### config.mk
export PLATFORM = sky130hd
export DESIGN_NAME = reg_bank_clr_flat
export DESIGN_NICKNAME = d
export VERILOG_FILES = /design/src/rtl/reg_bank_clr_if.sv /design/src/rtl/reg_bank_clr.sv /design/src/flat_wrapper.sv
export SDC_FILE = /design/constraint.sdc
export NUM_CORES = 1
export LEC_CHECK = 0
export CELL_PAD_IN_SITES_DETAIL_PLACEMENT = 0
export CELL_PAD_IN_SITES_GLOBAL_PLACEMENT = 1
export CORE_UTILIZATION = 41
export DETAILED_ROUTE_END_ITERATION = 8
export PLACE_DENSITY = 0.66
export SLEW_MARGIN = 20
export SYNTH_ARGS = -nofsm -noshare
export SYNTH_HDL_FRONTEND = slang
export SYNTH_SLANG_ARGS = --single-unit
### constraint.sdc
create_clock -name clk -period 2.4 [get_ports clk]
set_clock_uncertainty 0.05 [all_clocks]
set_input_delay 0.48 -clock clk [delete_from_list [all_inputs] [get_ports clk]]
set_output_delay 0.48 -clock clk [all_outputs]
set_load 0.01 [all_outputs]
### src/rtl/reg_bank_clr_if.sv
// reg_bank_clr_if: read/write/clear bus between decode/writeback (master) and the register bank (slave)
//   rd_en, rd_addr1/2   -> read request for both ports
//   rd_data1/2, rd_valid <- registered read data and its 1-cycle strobe
//   wr_en, wr_addr, wr_data -> write request
//   clr_req -> start bank clear; busy <- clear in progress
interface reg_bank_clr_if #(
  parameter int WORD_SIZE = 16,
  parameter int ADDR_SIZE = 4
);
  logic                 rd_en;
  logic [ADDR_SIZE-1:0] rd_addr1;
  logic [ADDR_SIZE-1:0] rd_addr2;
  logic [WORD_SIZE-1:0] rd_data1;
  logic [WORD_SIZE-1:0] rd_data2;
  logic                 rd_valid;
  logic                 wr_en;
  logic [ADDR_SIZE-1:0] wr_addr;
  logic [WORD_SIZE-1:0] wr_data;
  logic                 clr_req;
  logic                 busy;
  modport master (
    output rd_en, rd_addr1, rd_addr2, wr_en, wr_addr, wr_data, clr_req,
    input  rd_data1, rd_data2, rd_valid, busy
  );
  modport slave (
    input  rd_en, rd_addr1, rd_addr2, wr_en, wr_addr, wr_data, clr_req,
    output rd_data1, rd_data2, rd_valid, busy
  );
endinterface

### src/rtl/reg_bank_clr.sv
// reg_bank_clr: 2-read/1-write register bank with write-to-read bypass and sequenced bank clear
//   clk   : clock, all state on rising edge
//   rst_n : asynchronous active-low reset
//   bus   : reg_bank_clr_if.slave (read/write/clear request, registered read data, rd_valid, busy)
// Optional feature macro ZERO_REG_EN: entry 0 reads as zero, writes to it are discarded.
module reg_bank_clr #(
  parameter int WORD_SIZE = 16,
  parameter int ADDR_SIZE = 4
) (
  input logic           clk,
  input logic           rst_n,
  reg_bank_clr_if.slave bus
);
  localparam int DEPTH = 1 << ADDR_SIZE;
  typedef enum logic {IDLE, CLEAR} state_t;
  state_t               state_q;
  logic [ADDR_SIZE-1:0] ptr_q;
  logic [WORD_SIZE-1:0] mem_q [DEPTH];
  logic [WORD_SIZE-1:0] rd_data1_q, rd_data1_d;
  logic [WORD_SIZE-1:0] rd_data2_q, rd_data2_d;
  logic                 rd_valid_q;
  logic                 idle, rd_ok, wr_ok;
  assign idle  = state_q == IDLE;
  assign rd_ok = idle && bus.rd_en;
`ifdef ZERO_REG_EN
  // entry 0 is never written, so it stays at its reset/clear value of zero and
  // the bypass below never fires for address 0
  assign wr_ok = idle && bus.wr_en && |bus.wr_addr;
`else
  assign wr_ok = idle && bus.wr_en;
`endif
  always_comb begin
    rd_data1_d = !rd_ok ? rd_data1_q : (wr_ok && bus.rd_addr1 == bus.wr_addr) ? bus.wr_data : mem_q[bus.rd_addr1];
    rd_data2_d = !rd_ok ? rd_data2_q : (wr_ok && bus.rd_addr2 == bus.wr_addr) ? bus.wr_data : mem_q[bus.rd_addr2];
  end
  always_ff @(posedge clk or negedge rst_n) begin
    if (!rst_n) begin
      state_q    <= IDLE;
      ptr_q      <= '0;
      rd_data1_q <= '0;
      rd_data2_q <= '0;
      rd_valid_q <= 1'b0;
      for (int i = 0; i < DEPTH; i++) mem_q[i] <= '0;
    end else begin
      rd_data1_q <= rd_data1_d;
      rd_data2_q <= rd_data2_d;
      rd_valid_q <= rd_ok;
      if (wr_ok) mem_q[bus.wr_addr] <= bus.wr_data;
      case (state_q)
        IDLE: begin
          ptr_q <= '0;
          if (bus.clr_req) state_q <= CLEAR;
        end
        default: begin
          mem_q[ptr_q] <= '0;
          // ptr wraps to 0 on the terminal entry, ready for the next clear
          ptr_q <= ptr_q + 1'b1;
          if (&ptr_q) state_q <= IDLE;
        end
      endcase
    end
  end
  assign bus.rd_data1 = rd_data1_q;
  assign bus.rd_data2 = rd_data2_q;
  assign bus.rd_valid = rd_valid_q;
  assign bus.busy     = state_q == CLEAR;
endmodule
### src/flat_wrapper.sv
// flat-port wrapper written by rule: the top's interface ports become plain ports
module reg_bank_clr_flat 
#(
  parameter int WORD_SIZE = 16,
  parameter int ADDR_SIZE = 4
)
  (clk, rst_n, bus_rd_en, bus_rd_addr1, bus_rd_addr2, bus_wr_en, bus_wr_addr, bus_wr_data, bus_clr_req, bus_rd_data1, bus_rd_data2, bus_rd_valid, bus_busy);
  reg_bank_clr_if #(.WORD_SIZE(WORD_SIZE), .ADDR_SIZE(ADDR_SIZE)) bus_i ();
  input logic clk;
  input logic rst_n;
  input wire logic [$bits(bus_i.rd_en)-1:0] bus_rd_en;
  input wire logic [$bits(bus_i.rd_addr1)-1:0] bus_rd_addr1;
  input wire logic [$bits(bus_i.rd_addr2)-1:0] bus_rd_addr2;
  input wire logic [$bits(bus_i.wr_en)-1:0] bus_wr_en;
  input wire logic [$bits(bus_i.wr_addr)-1:0] bus_wr_addr;
  input wire logic [$bits(bus_i.wr_data)-1:0] bus_wr_data;
  input wire logic [$bits(bus_i.clr_req)-1:0] bus_clr_req;
  output wire logic [$bits(bus_i.rd_data1)-1:0] bus_rd_data1;
  output wire logic [$bits(bus_i.rd_data2)-1:0] bus_rd_data2;
  output wire logic [$bits(bus_i.rd_valid)-1:0] bus_rd_valid;
  output wire logic [$bits(bus_i.busy)-1:0] bus_busy;
  assign bus_i.rd_en = bus_rd_en;
  assign bus_i.rd_addr1 = bus_rd_addr1;
  assign bus_i.rd_addr2 = bus_rd_addr2;
  assign bus_i.wr_en = bus_wr_en;
  assign bus_i.wr_addr = bus_wr_addr;
  assign bus_i.wr_data = bus_wr_data;
  assign bus_i.clr_req = bus_clr_req;
  assign bus_rd_data1 = bus_i.rd_data1;
  assign bus_rd_data2 = bus_i.rd_data2;
  assign bus_rd_valid = bus_i.rd_valid;
  assign bus_busy = bus_i.busy;
  reg_bank_clr #(.WORD_SIZE(WORD_SIZE), .ADDR_SIZE(ADDR_SIZE)) u_core (.clk(clk), .rst_n(rst_n), .bus(bus_i));
endmodule
# Word level (Yosys, flattened, before mapping)
# Index checks and enable logic that the tools add are counted.
[op_classes] n_eq_ne=2 muxes=19 order_cmp=6 n_addsub=1 reduce_logical=7 bitwise=7
[op_table] operator="$mux 256" n=2
[op_table] operator="$and 256x256->256" n=1
[op_table] operator="$bwmux 256" n=1
[op_table] operator="$not 256->256" n=1
[op_table] operator="$bmux 16 s4" n=2
[op_table] operator="$demux 16 s4" n=2
[op_table] operator="$mux 16" n=8
[op_table] operator="$ge 5x5->1 const B" n=4
[op_table] operator="$not 4->5" n=4
[op_table] operator="$lt 5x1->1 const B" n=2
[op_table] operator="$eq 4x4->1" n=2
[op_table] operator="$logic_and 1x1->1" n=6
[op_table] operator="$add 4x1->4 const B" n=1
[op_table] operator="$mux 4" n=1
[op_table] operator="$reduce_and 4->1" n=1
[op_table] operator="$mux 1" n=3
[op_table] operator="$not 1->1" n=1
[totals] wordCells=63 input_bits=33 reg_bits=294 out_inout_bits=34

# Logic depth before layout (Yosys ltp)
# Gate-level depths: netlist of run 1.
[logic_depth] ltp_word=9 depth_mapped=8 depth_no_buf=5

# Worst setup path after synthesis of run 1
# No wires, ideal clock.
[synth_timing] path_kind="input to register" from="in bus_rd_addr1[0]" to="reg u_core.rd_data1_q[10] (netlist: u_core.bus.rd_data1[10])" t_arrival_ns=1.799 cell_stages=6 slack_ns=0.428 setup_time_ns=0.123 path_cell_list="buf_6 buf_2 mux4_2 a22oi_1 nand2_1 o221a_2"
[synth_between] elab_chain_len=5 word_cells_on_any_way=7 cone_classes="eq/ne (1); mux (4); bitwise (1); reduce/logical (1)"
[synth_rtl] element="start: declaration" line="flat_wrapper.sv:12" source="input wire logic [$bits(bus_i.rd_addr1)-1:0] bus_rd_addr1;"
[synth_rtl] element="$not 4->5 (not written as such)" line="reg_bank_clr.sv:33" source="rd_data1_d = !rd_ok ? rd_data1_q : (wr_ok && bus.rd_addr1 == bus.wr_addr) ? bus.wr_data : mem_q[bus.rd_addr1];"
[synth_rtl] element="$bmux 16 s4" line="reg_bank_clr.sv:33"
[synth_rtl] element="$mux 16 (not written as such) (2 in series)" line="reg_bank_clr.sv:33"
[synth_rtl] element="$mux 16 *" line="reg_bank_clr.sv:33"
[synth_rtl] element="end signal: assignment" line="reg_bank_clr.sv:45" source="rd_data1_q <= rd_data1_d;"
[synth_rtl] element="end: declaration" line="reg_bank_clr.sv:19" source="logic [WORD_SIZE-1:0] rd_data1_q, rd_data1_d;"
# Mark *: on every way between the ends. The rest lies on a longest branch, timed or not. The select of a mux whose other input is x is not followed.
# A chain may end at the register's enable or synchronous reset.

# Worst setup path in the final report of run 1
[layout_timing] from="reg u_core.state_q (netlist: u_core.bus.busy)" to="out bus_busy"
[layout_lines] element="start: declaration" line="reg_bank_clr.sv:16" source="state_t state_q;"
[layout_lines] element="start signal: assignment" line="reg_bank_clr.sv:38" source="state_q <= IDLE;"
[layout_lines] element="start signal: assignment" line="reg_bank_clr.sv:52" source="if (bus.clr_req) state_q <= CLEAR;"
[layout_lines] element="start signal: assignment" line="reg_bank_clr.sv:58" source="if (&ptr_q) state_q <= IDLE;"
[layout_lines] element="end: declaration" line="flat_wrapper.sv:21" source="output wire logic [$bits(bus_i.busy)-1:0] bus_busy;"
# No word-level cell between the ends.

==> impl_metrics.json, run 1 <==
{
  "cts_tree": "yes",
  "status": "completed",
  "maxSlewViolCount": 0,
  "synth_compound_area_share_pct": 13.2,
  "startpoint": "u_core.bus.busy",
  "clock_sinks": 294,
  "drv_cap": 0,
  "synth_cells": 1609,
  "crit_path_max_fanout": 9,
  "yosysWarnings": 0,
  "nets": 1768,
  "syn_nets": 1646,
  "setup_tns_ns": 0,
  "clk_pin_slew_ns": 0.06,
  "crit_type": "register to output port",
  "cts_root_buf": "clkbuf_16",
  "port_buffers": 66,
  "tightest_slew_ns": 1.15,
  "drtAntennaViolNets": 0,
  "drt_iter0_drc": 1479,
  "crit_family": "buffers and inverters",
  "yosysTopAreaCellShare_pct": 45.5,
  "fp.dieW_um": 201,
  "r2r-start": "u_core.bus.busy",
  "crit_buf_inv": 1,
  "powerDensity_mw_per_mm2": 851,
  "placed_cells": 2209,
  "hold_viol": 0,
  "synthAdderAreaFrac_pct": 0.310,
  "cts_resized": 0,
  "gp_congestion": 0.918,
  "fmax_mhz": 460,
  "slowest_delay_ns": 0.60,
  "critPathRequiredTime_ns": 1.87,
  "cts_buffers": 37,
  "dr.pass1.iters": 5,
  "diodes": 0,
  "grtUsageTotal_pct": 31.7,
  "yosysTopAreaCell": "dfrtp_1",
  "post-route-period-util_pct": 90.5,
  "core-area_mm2": 0.0387,
  "cp-end-kind": "output port",
  "crit_path_top_delay_cell": "clkdlybuf4s50_1",
  "postLayoutCellArea_mm2": 0.0197,
  "clk_path_buf_depth": 3,
  "drc_errors": 0,
  "timing.hold.worst.class": "input pin to async pin",
  "num_rows": 72,
  "placed_cell_area_mm2": 0.0186,
  "die_h_um": 201,
  "via_per_inst": 6.13,
  "initial_utilization_pct": 41.7,
  "grt-ovfl-total": 0,
  "synth_cell_type_count": 38,
  "crit_chain": "clkdlybuf4s50_1",
  "syn_area_per_cell_um2": 10.0,
  "syn_to_final_growth_pct": 22.0,
  "cp-start-kind": "register",
  "synth-seq-cells": 294,
  "synth_xor_area_share_pct": 0.542,
  "grt_pass1_vias": 13700,
  "drive_gt1_share_pct": 21.8,
  "final_util_pct": 50.9,
  "antenna_found_initial": 0,
  "grt_max_degree": 64,
  "peakVddDrop_mv": 0.379,
  "grt_first_pass_wirelength_mm": 94.0,
  "stdcell_count": 2274,
  "dieArea_mm2": 0.0402,
  "synthSimpleGateAreaFrac_pct": 17.3,
  "dp_hpwl_mm": 43.0,
  "synth_top_family_by_area": "multiplexers",
  "syn_area_mm2": 0.0162,
  "synthMuxAreaShare_pct": 17.8,
  "arrival_ns": 1.64,
  "rsz0062_at_grt": "false",
  "ioPinCount": 67,
  "vias": 13900,
  "postRouteWirelength_mm": 62.9,
  "slew_headroom_pct": 23.2,
  "leakage_nw": 8.10,
  "period_minus_slack_ns": 2.17,
  "seq_area_frac_synth_pct": 45.5,
  "cts_max_level": 2,
  "setup_viol": 0,
  "drt-wirelength-per-cell_um": 27.6,
  "synth.area.top_cells": "dfrtp_1 46%, mux4_2 18%, nand2_1 12%",
  "clk_latency_ns": 0.55,
  "total_power_mw": 16.8
}
registers in the layout, indices dropped and copies added (netlist names):
| signal | count |
|---|---|
| u_core.bus.busy | 1 |
| u_core.bus.rd_data1 | 16 |
| u_core.bus.rd_data2 | 16 |
| u_core.bus.rd_valid | 1 |
| u_core.mem_q | 256 |
| u_core.ptr_q | 4 |
cell usage in the layout (no fill, tap or decap), types with 2 or more instances in the layout:
cell type	count
clkbuf_8	7
nand4_1	2
nand2_1	498
clkbuf_16	39
o21ai_2	2
o221a_2	7
nor2b_2	3
or3_1	32
and2_1	7
o221a_1	25
clkinv_2	5
clkdlybuf4s50_1	61
buf_4	129
nand3_1	69
nor3_2	5
nor2b_1	5
a22oi_1	64
a21oi_1	256
nor2_4	3
inv_1	2
ha_1	4
nor2_1	19
and4bb_1	2
nand2b_1	5
xnor2_1	9
mux4_2	128
buf_12	48
clkbuf_1	12
and3_1	2
dfrtp_1	294
area by class of cell:
type	instances	area, um2
clock buffers	58	1120
clock inverters	6	33.8
fillers	3563	19000
inverters	2	7.51
multi-input cells	1155	7980
flip-flops and latches	294	7360
well taps	518	648
repair buffers	241	2580
what timing repair did:
item	CTS	global route
endpoints found under the hold margin	36	0
buffers inserted	0	0
hold buffers	1	0
endpoints found under the setup margin	0	0
cells in the mapped netlist:
cell type / instances
nor3_2: 2
nand2_1: 498
nor2b_1: 8
buf_1: 8
nor2_4: 3
and4b_1: 1
nand3b_1: 1
nor2_1: 20
and4bb_1: 2
and2_1: 7
inv_1: 2
clkbuf_1: 76
a21oi_1: 256
clkbuf_8: 9
nor3_4: 1
xor2_1: 1
xnor2_1: 9
nor3_1: 3
or3_1: 32
clkbuf_4: 1
clkbuf_2: 2
buf_2: 45
nand4_1: 2
o21ai_2: 2
ha_1: 4
a22oi_1: 64
and3_1: 2
nor4b_1: 1
or4b_4: 1
nand4b_1: 1
o221a_2: 7
nand3_1: 69
buf_4: 8
buf_6: 9
o221a_1: 25
mux4_2: 128
nand2b_1: 5
dfrtp_1: 294
layer usage:
layer / track usage (%) / part of all wire [%] / vias to the layer above / wire [um]
met5: 0 / 0 / - / 0
met4: 14.6 / 4.8 / 0 / 3020
met3: 6.38 / 8.6 / 147 / 5420
met2: 46.6 / 44 / 702 / 27900
met1: 45.2 / 42 / 7118 / 26600
li1: - / - / 5980 / -
logic make-up (layout without fill, tap and decap cells):
logic type,after synthesis,after routing
AOI/OAI and AO/OA,354,354
adders and majority gates,4,4
DFF,294,294
buffers and inverters,160,307
muxes,128,128
xor gates and xnor gates,10,10
and+or+nand+nor,659,659
through the flow:
step	worst slack [ns]	hold WS, ns
floorplan	0.428	0.134
global placement	-0.635	0.375
detailed placement	-0.229	0.380
CTS	0.219	0.420
global route	0.183	0.423
finish	0.227	0.394
power by group:
group          switching, mW  internal [mW]  total [mW]
clock network           2.23           3.18        5.42
logic                   2.41           2.22        4.63
registers              0.802           5.93        6.73
total                   5.44           11.3        16.8
path summary, 6_finish.rpt:
kind,endpoint,slack (ns),depth (start not counted)
worst max-delay path,bus_busy,0.23,1
worst min-delay path,u_core.mem_q[176],0.39,2
worst max register to register,u_core.mem_q[7],0.50,6
worst min register to register,u_core.ptr_q[0],0.47,1
max in group asynchronous,u_core.mem_q[60],1.13,3
min in group clk,u_core.bus.busy,0.46,3
(Power assumes the default switching activity.)
==> run 2, diff against run 1 <==
CORE_MARGIN = 3   (was not set)
==> run 2 against run 1 <==
Effect of this change: sequential cell count is the same; highest routed layer unchanged; critical path type unchanged; clock-buffer cell count grew 1; clock power up 2%; global-route usage is 1.0 points lower; largest cell class unchanged; worst hold slack gained 0.058 ns.
==> impl_metrics.json, run 2 (synthesis results as in run 1) <==
{
  "status": "completed",
  "slowest_delay_ns": 0.60,
  "largest_reg_flops": 256,
  "clk_latency_ns": 0.53,
  "final_util_pct": 51.0,
  "period_minus_slack_ns": 2.19,
  "initial_utilization_pct": 41.6,
  "drv_cap": 0,
  "timing.hold.worst.class": "input pin to async pin",
  "port_buffers": 66,
  "crit_path_max_fanout": 9,
  "cts_max_level": 2,
  "clock_sinks": 294,
  "dieArea_mm2": 0.0418,
  "p_clk_share_pct": 32.6,
  "grt-ovfl-total": 0,
  "crit_path_top_delay_cell": "clkdlybuf4s50_1",
  "crit_family": "buffers and inverters",
  "drt_iter0_drc": 1443,
  "vias": 14000,
  "post-route-period-util_pct": 91.2,
  "drtAntennaViolNets": 0,
  "drive_gt1_share_pct": 21.7,
  "powerDensity_mw_per_mm2": 854,
  "diodes": 0,
  "tightest_slew_ns": 0.640,
  "grt_pass1_vias": 13700,
  "syn_to_final_growth_pct": 22.5,
  "hold_viol": 0,
  "cts_root_buf": "clkbuf_16",
  "hold_ws_ns": 0.452,
  "dp_hpwl_mm": 43.8,
  "fp.dieW_um": 205,
  "total_power_mw": 16.9,
  "grt_first_pass_wirelength_mm": 93.9,
  "mostFrequentLayoutCells": "498 x nand2_1, 294 x dfrtp_1, 256 x a21oi_1",
  "cp-end-kind": "output port",
  "crit_chain": "clkdlybuf4s50_1",
  "gp_congestion": 0.884,
  "maxSlewViolCount": 0,
  "cts_tree": "yes",
  "grtUsageTotal_pct": 30.7,
  "seqPwrFrac_pct": 40.0,
  "nets": 1769,
  "intPower_mw": 11.5,
  "num_rows": 72,
  "setup_viol": 0,
  "p_sw_share_pct": 32.1,
  "stdcell_count": 2275,
  "leakage_nw": 8.12,
  "clk_pin_slew_ns": 0.06,
  "ioPinCount": 67,
  "final_common_cell": "nand2_1",
  "die_h_um": 205,
  "antenna_found_initial": 0,
  "cp-start-kind": "register",
  "placed_cells": 2210,
  "rsz0062_at_grt": "false",
  "critPathRequiredTime_ns": 1.87,
  "peakVddDrop_mv": 0.474,
  "fmax_mhz": 457,
  "largest_register": "u_core.mem_q",
  "postRouteWirelength_mm": 63.6,
  "drc_errors": 0,
  "via_per_inst": 6.15,
  "dr.pass1.iters": 5,
  "grt_max_degree": 55,
  "switchingPower_mw": 5.43,
  "clk_path_buf_depth": 3,
  "slew_headroom_pct": 57.2,
  "crit_type": "register to output port",
  "cts_buffers": 37,
  "core-area_mm2": 0.0388,
  "cts_setup_buffers": 0,
  "pwr-share-comb_pct": 27.5,
  "drt-wirelength-per-cell_um": 27.9,
  "arrival_ns": 1.66,
  "crit_buf_inv": 1
}
-- run 2: cell count changes in the layout (fill, tap and decap cells not counted) --
cell / change
buf_12: +4
buf_4: -2
clkinv_2: -2
buf_6: -1
bufinv_16: +1
clkbuf_8: +1
nor2_1: +1
nor2_2: -1
-- run 2: worst paths after layout --
path                                 startpoint                endpoint  slack (ns)  cells after the start
worst max-delay path            u_core.bus.busy                bus_busy        0.21                      1
min in group clk                    bus_clr_req         u_core.bus.busy        0.46                      3
worst max register to register  u_core.mem_q[7]  u_core.bus.rd_data1[7]        0.43                      5
max in group asynchronous                 rst_n  u_core.bus.rd_data1[6]        1.10                      3
worst min-delay path                      rst_n        u_core.mem_q[32]        0.45                      2
worst min register to register  u_core.ptr_q[0]         u_core.ptr_q[0]        0.48                      1
-- run 2: power by group through the flow --
| stage | logic [mW] | registers (mW) | clock network [mW] |
|---|---|---|---|
| global route | 4.96 | 6.86 | 5.78 |
| CTS | 4.64 | 6.74 | 5.57 |
| floorplan | 2.48 | 6.62 | 0 |
| global placement | 4.57 | 6.75 | 0 |
| detailed placement | 4.63 | 6.81 | 0 |
| finish | 4.65 | 6.76 | 5.51 |
-- run 2: worst reg2reg max path: cells and delay by family (launching register included) --
kind | cells | cell delay, ns
muxes | 1 | 0.56
buffers and inverters | 1 | 0.19
and+or+nand+nor | 1 | 0.05
AOI/OAI and AO/OA | 2 | 0.61
DFF | 1 | 0.39
-- run 2: timing repair --
| action | in CTS | in global routing |
|---|---|---|
| hold buffers | 1 | 0 |
| resized for setup | 0 | 0 |
| endpoints found under the hold margin | 44 | 0 |
-- run 2: final cells by class --
cell class	instances	area, um2
Inverter	2	7.51
Clock inverter	5	53.8
Tap cell	518	648
Multi-Input combinational cell	1155	7980
Sequential cell	294	7360
Fill cell	3530	19000
Timing Repair Buffer	242	2630
Clock buffer	59	1130
-- run 2: layer usage --
metal | track usage (%) | part of all wire (%) | vias to the layer above | routed length [um]
met5 | 0 | 0 | - | 0
met4 | 12.8 | 4.7 | 0 | 3020
met3 | 6.90 | 9.5 | 156 | 6070
met2 | 45.7 | 45 | 710 | 28300
met1 | 43.5 | 41 | 7144 | 26200
li1 | - | - | 5985 | -
-- run 2: stage by stage --
stage | TNS (ns) | setup slack (ns) | area [um2]
detailed placement | -0.381 | -0.0834 | 18600
global route | 0 | 0.169 | 19800
finish | 0 | 0.211 | 19800
CTS | 0 | 0.194 | 19800
floorplan | 0 | 0.428 | 16200
global placement | -0.264 | -0.0680 | 18600
==> run 3, diff against run 2 <==
CORE_UTILIZATION = 49   (was 41)
PLACE_DENSITY = 0.78   (was 0.66)
==> run 3 against run 2 <==
Effect of this change: combinational power down 5.8%; critical path depth up 1; highest routed layer unchanged; final cell count down 5.3%; utilization up 9.5 points; via count down 1.5%; die area down 16%; largest power group unchanged; non-clock buffer count down 30.
==> impl_metrics.json, run 3 (synthesis results as in run 1) <==
{
  "status": "completed",
  "mostFrequentLayoutCells": "498 x nand2_1, 294 x dfrtp_1, 256 x a21oi_1",
  "placed_cells": 2097,
  "reg2reg_slack_ns": 0.48,
  "ioPinCount": 67,
  "num_rows": 65,
  "postLayoutCellArea_mm2": 0.0194,
  "vias": 13800,
  "crit_type": "register to output port",
  "initial_utilization_pct": 50.5,
  "arrival_ns": 1.82,
  "clk_pin_slew_ns": 0.06,
  "leakage_nw": 7.96,
  "largest_reg_flops": 256,
  "cp-start-kind": "register",
  "placed_cell_area_mm2": 0.0183,
  "hold_viol": 0,
  "syn_to_final_growth_pct": 19.9,
  "core-area_mm2": 0.0320,
  "cts_root_buf": "clkbuf_16",
  "cts_tree": "yes",
  "antenna_found_initial": 0,
  "r2r_cells": 6,
  "clk_latency_ns": 0.51,
  "drt_iter0_drc": 1584,
  "fmax_mhz": 426,
  "crit_path_max_fanout": 10,
  "stdcell_count": 2155,
  "fp.dieW_um": 188,
  "period_minus_slack_ns": 2.35,
  "dieArea_mm2": 0.0352,
  "r2r-start": "u_core.bus.busy",
  "peakVddDrop_mv": 0.520,
  "gp_congestion": 0.927,
  "die_h_um": 188,
  "crit-reg2reg-capture": "u_core.mem_q[234]",
  "clock_sinks": 294,
  "cts_resized": 0,
  "post-route-period-util_pct": 97.8,
  "postRouteWirelength_mm": 55.4,
  "grt_first_pass_wirelength_mm": 85.9,
  "clk_path_buf_depth": 3,
  "setup_viol": 0,
  "port_buffers": 66,
  "timing.hold.worst.class": "input pin to async pin",
  "grt_pass1_vias": 13900,
  "grt_max_degree": 55,
  "drv_cap": 0,
  "drc_errors": 0,
  "dp_hpwl_mm": 37.3,
  "crit_chain": "buf_4, clkdlybuf4s50_1",
  "grtUsageTotal_pct": 31.7,
  "final_common_cell": "nand2_1",
  "slowest_delay_ns": 0.54,
  "drive_gt1_share_pct": 20.4,
  "fillers": 2694,
  "crit_path_top_delay_cell": "dfrtp_1",
  "crit_family": "buffers and inverters",
  "crit_buf_inv": 2,
  "cp-end-kind": "output port",
  "grt-ovfl-total": 0,
  "critPathRequiredTime_ns": 1.87,
  "total_power_mw": 16.3,
  "powerDensity_mw_per_mm2": 842,
  "maxSlewViolCount": 0,
  "via_per_inst": 6.39,
  "dr.pass1.iters": 6,
  "largest_register": "u_core.mem_q",
  "slew_headroom_pct": 26.4,
  "drtAntennaViolNets": 0,
  "cts_max_level": 2,
  "tightest_slew_ns": 1.10,
  "nets": 1736,
  "rsz0062_at_grt": "false",
  "drt-wirelength-per-cell_um": 25.7,
  "cts_buffers": 34
}
run 3: changes by cell type in the layout (fill, tap and decap cells not counted), sizes merged:
cell | before | now
buf | 180 | 150
clkbuf | 59 | 49
clkinv | 3 | 6
diode | 0 | 1
inv | 3 | 2
run 3: area by class of cell:
type                    count  area, um2  area share [%]
diodes                      1       2.50          0.0129
clock buffers              49       1030            5.32
clock inverters             7       60.1           0.310
inverters                   2       7.51          0.0387
multi-input cells        1155       7990            41.2
flip-flops and latches    294       7360            38.0
well taps                 435        544            2.81
repair buffers            212       2390            12.3
run 3: routing by layer:
layer,global-route usage [%],share of wire (%),vias to the layer above
li1,-,-,5904
met1,44.6,40,6991
met2,49.4,47,754
met3,7.23,10,130
met4,9.67,2.8,0
met5,0,0,-
run 3: worst max-delay path by stage:
stage               startpoint                 endpoint  slack (ns)  cells after the start
6_report       u_core.bus.busy                 bus_busy        0.05                      2
5_1_grt        u_core.bus.busy                 bus_busy       0.004                      2
4_1_cts        u_core.bus.busy                 bus_busy        0.04                      2
3_5_place_dp   bus_rd_addr1[2]   u_core.bus.rd_data1[0]       -0.16                      6
3_3_place_gp   bus_rd_addr1[1]  u_core.bus.rd_data1[12]       -0.10                      6
2_1_floorplan  bus_rd_addr1[0]  u_core.bus.rd_data1[10]        0.43                      6
run 3: report_power, final:
group          switching (mW)  internal [mW]  leakage (nW)
clock                    2.08           3.08         0.544
sequential              0.844           5.93          4.02
combinational            2.20           2.18          3.40
run 3: per-stage QoR:
stage                     util, %  hold slack (ns)  setup TNS (ns)  setup slack, ns
final                        60.5            0.425               0           0.0521
after floorplan                 -            0.134               0            0.428
after global placement       57.0            0.382          -0.586           -0.104
after CTS                    60.5            0.449               0           0.0401
after global routing         60.5            0.476               0          0.00378
after detailed placement     57.0            0.380           -1.22           -0.164
run 3: worst reg2reg max path, delay by kind of cell, from the launching register on:
kind / cells / cell delay (ns)
compound gates: 1 / 0.16
buf+inv: 2 / 0.37
simple gates: 3 / 0.77
flops: 1 / 0.50
run 3: repair_timing:
action | in CTS | in global routing
hold endpoints to repair | 46 | 0
hold buffers | 1 | 0
setup buffers | 0 | 0
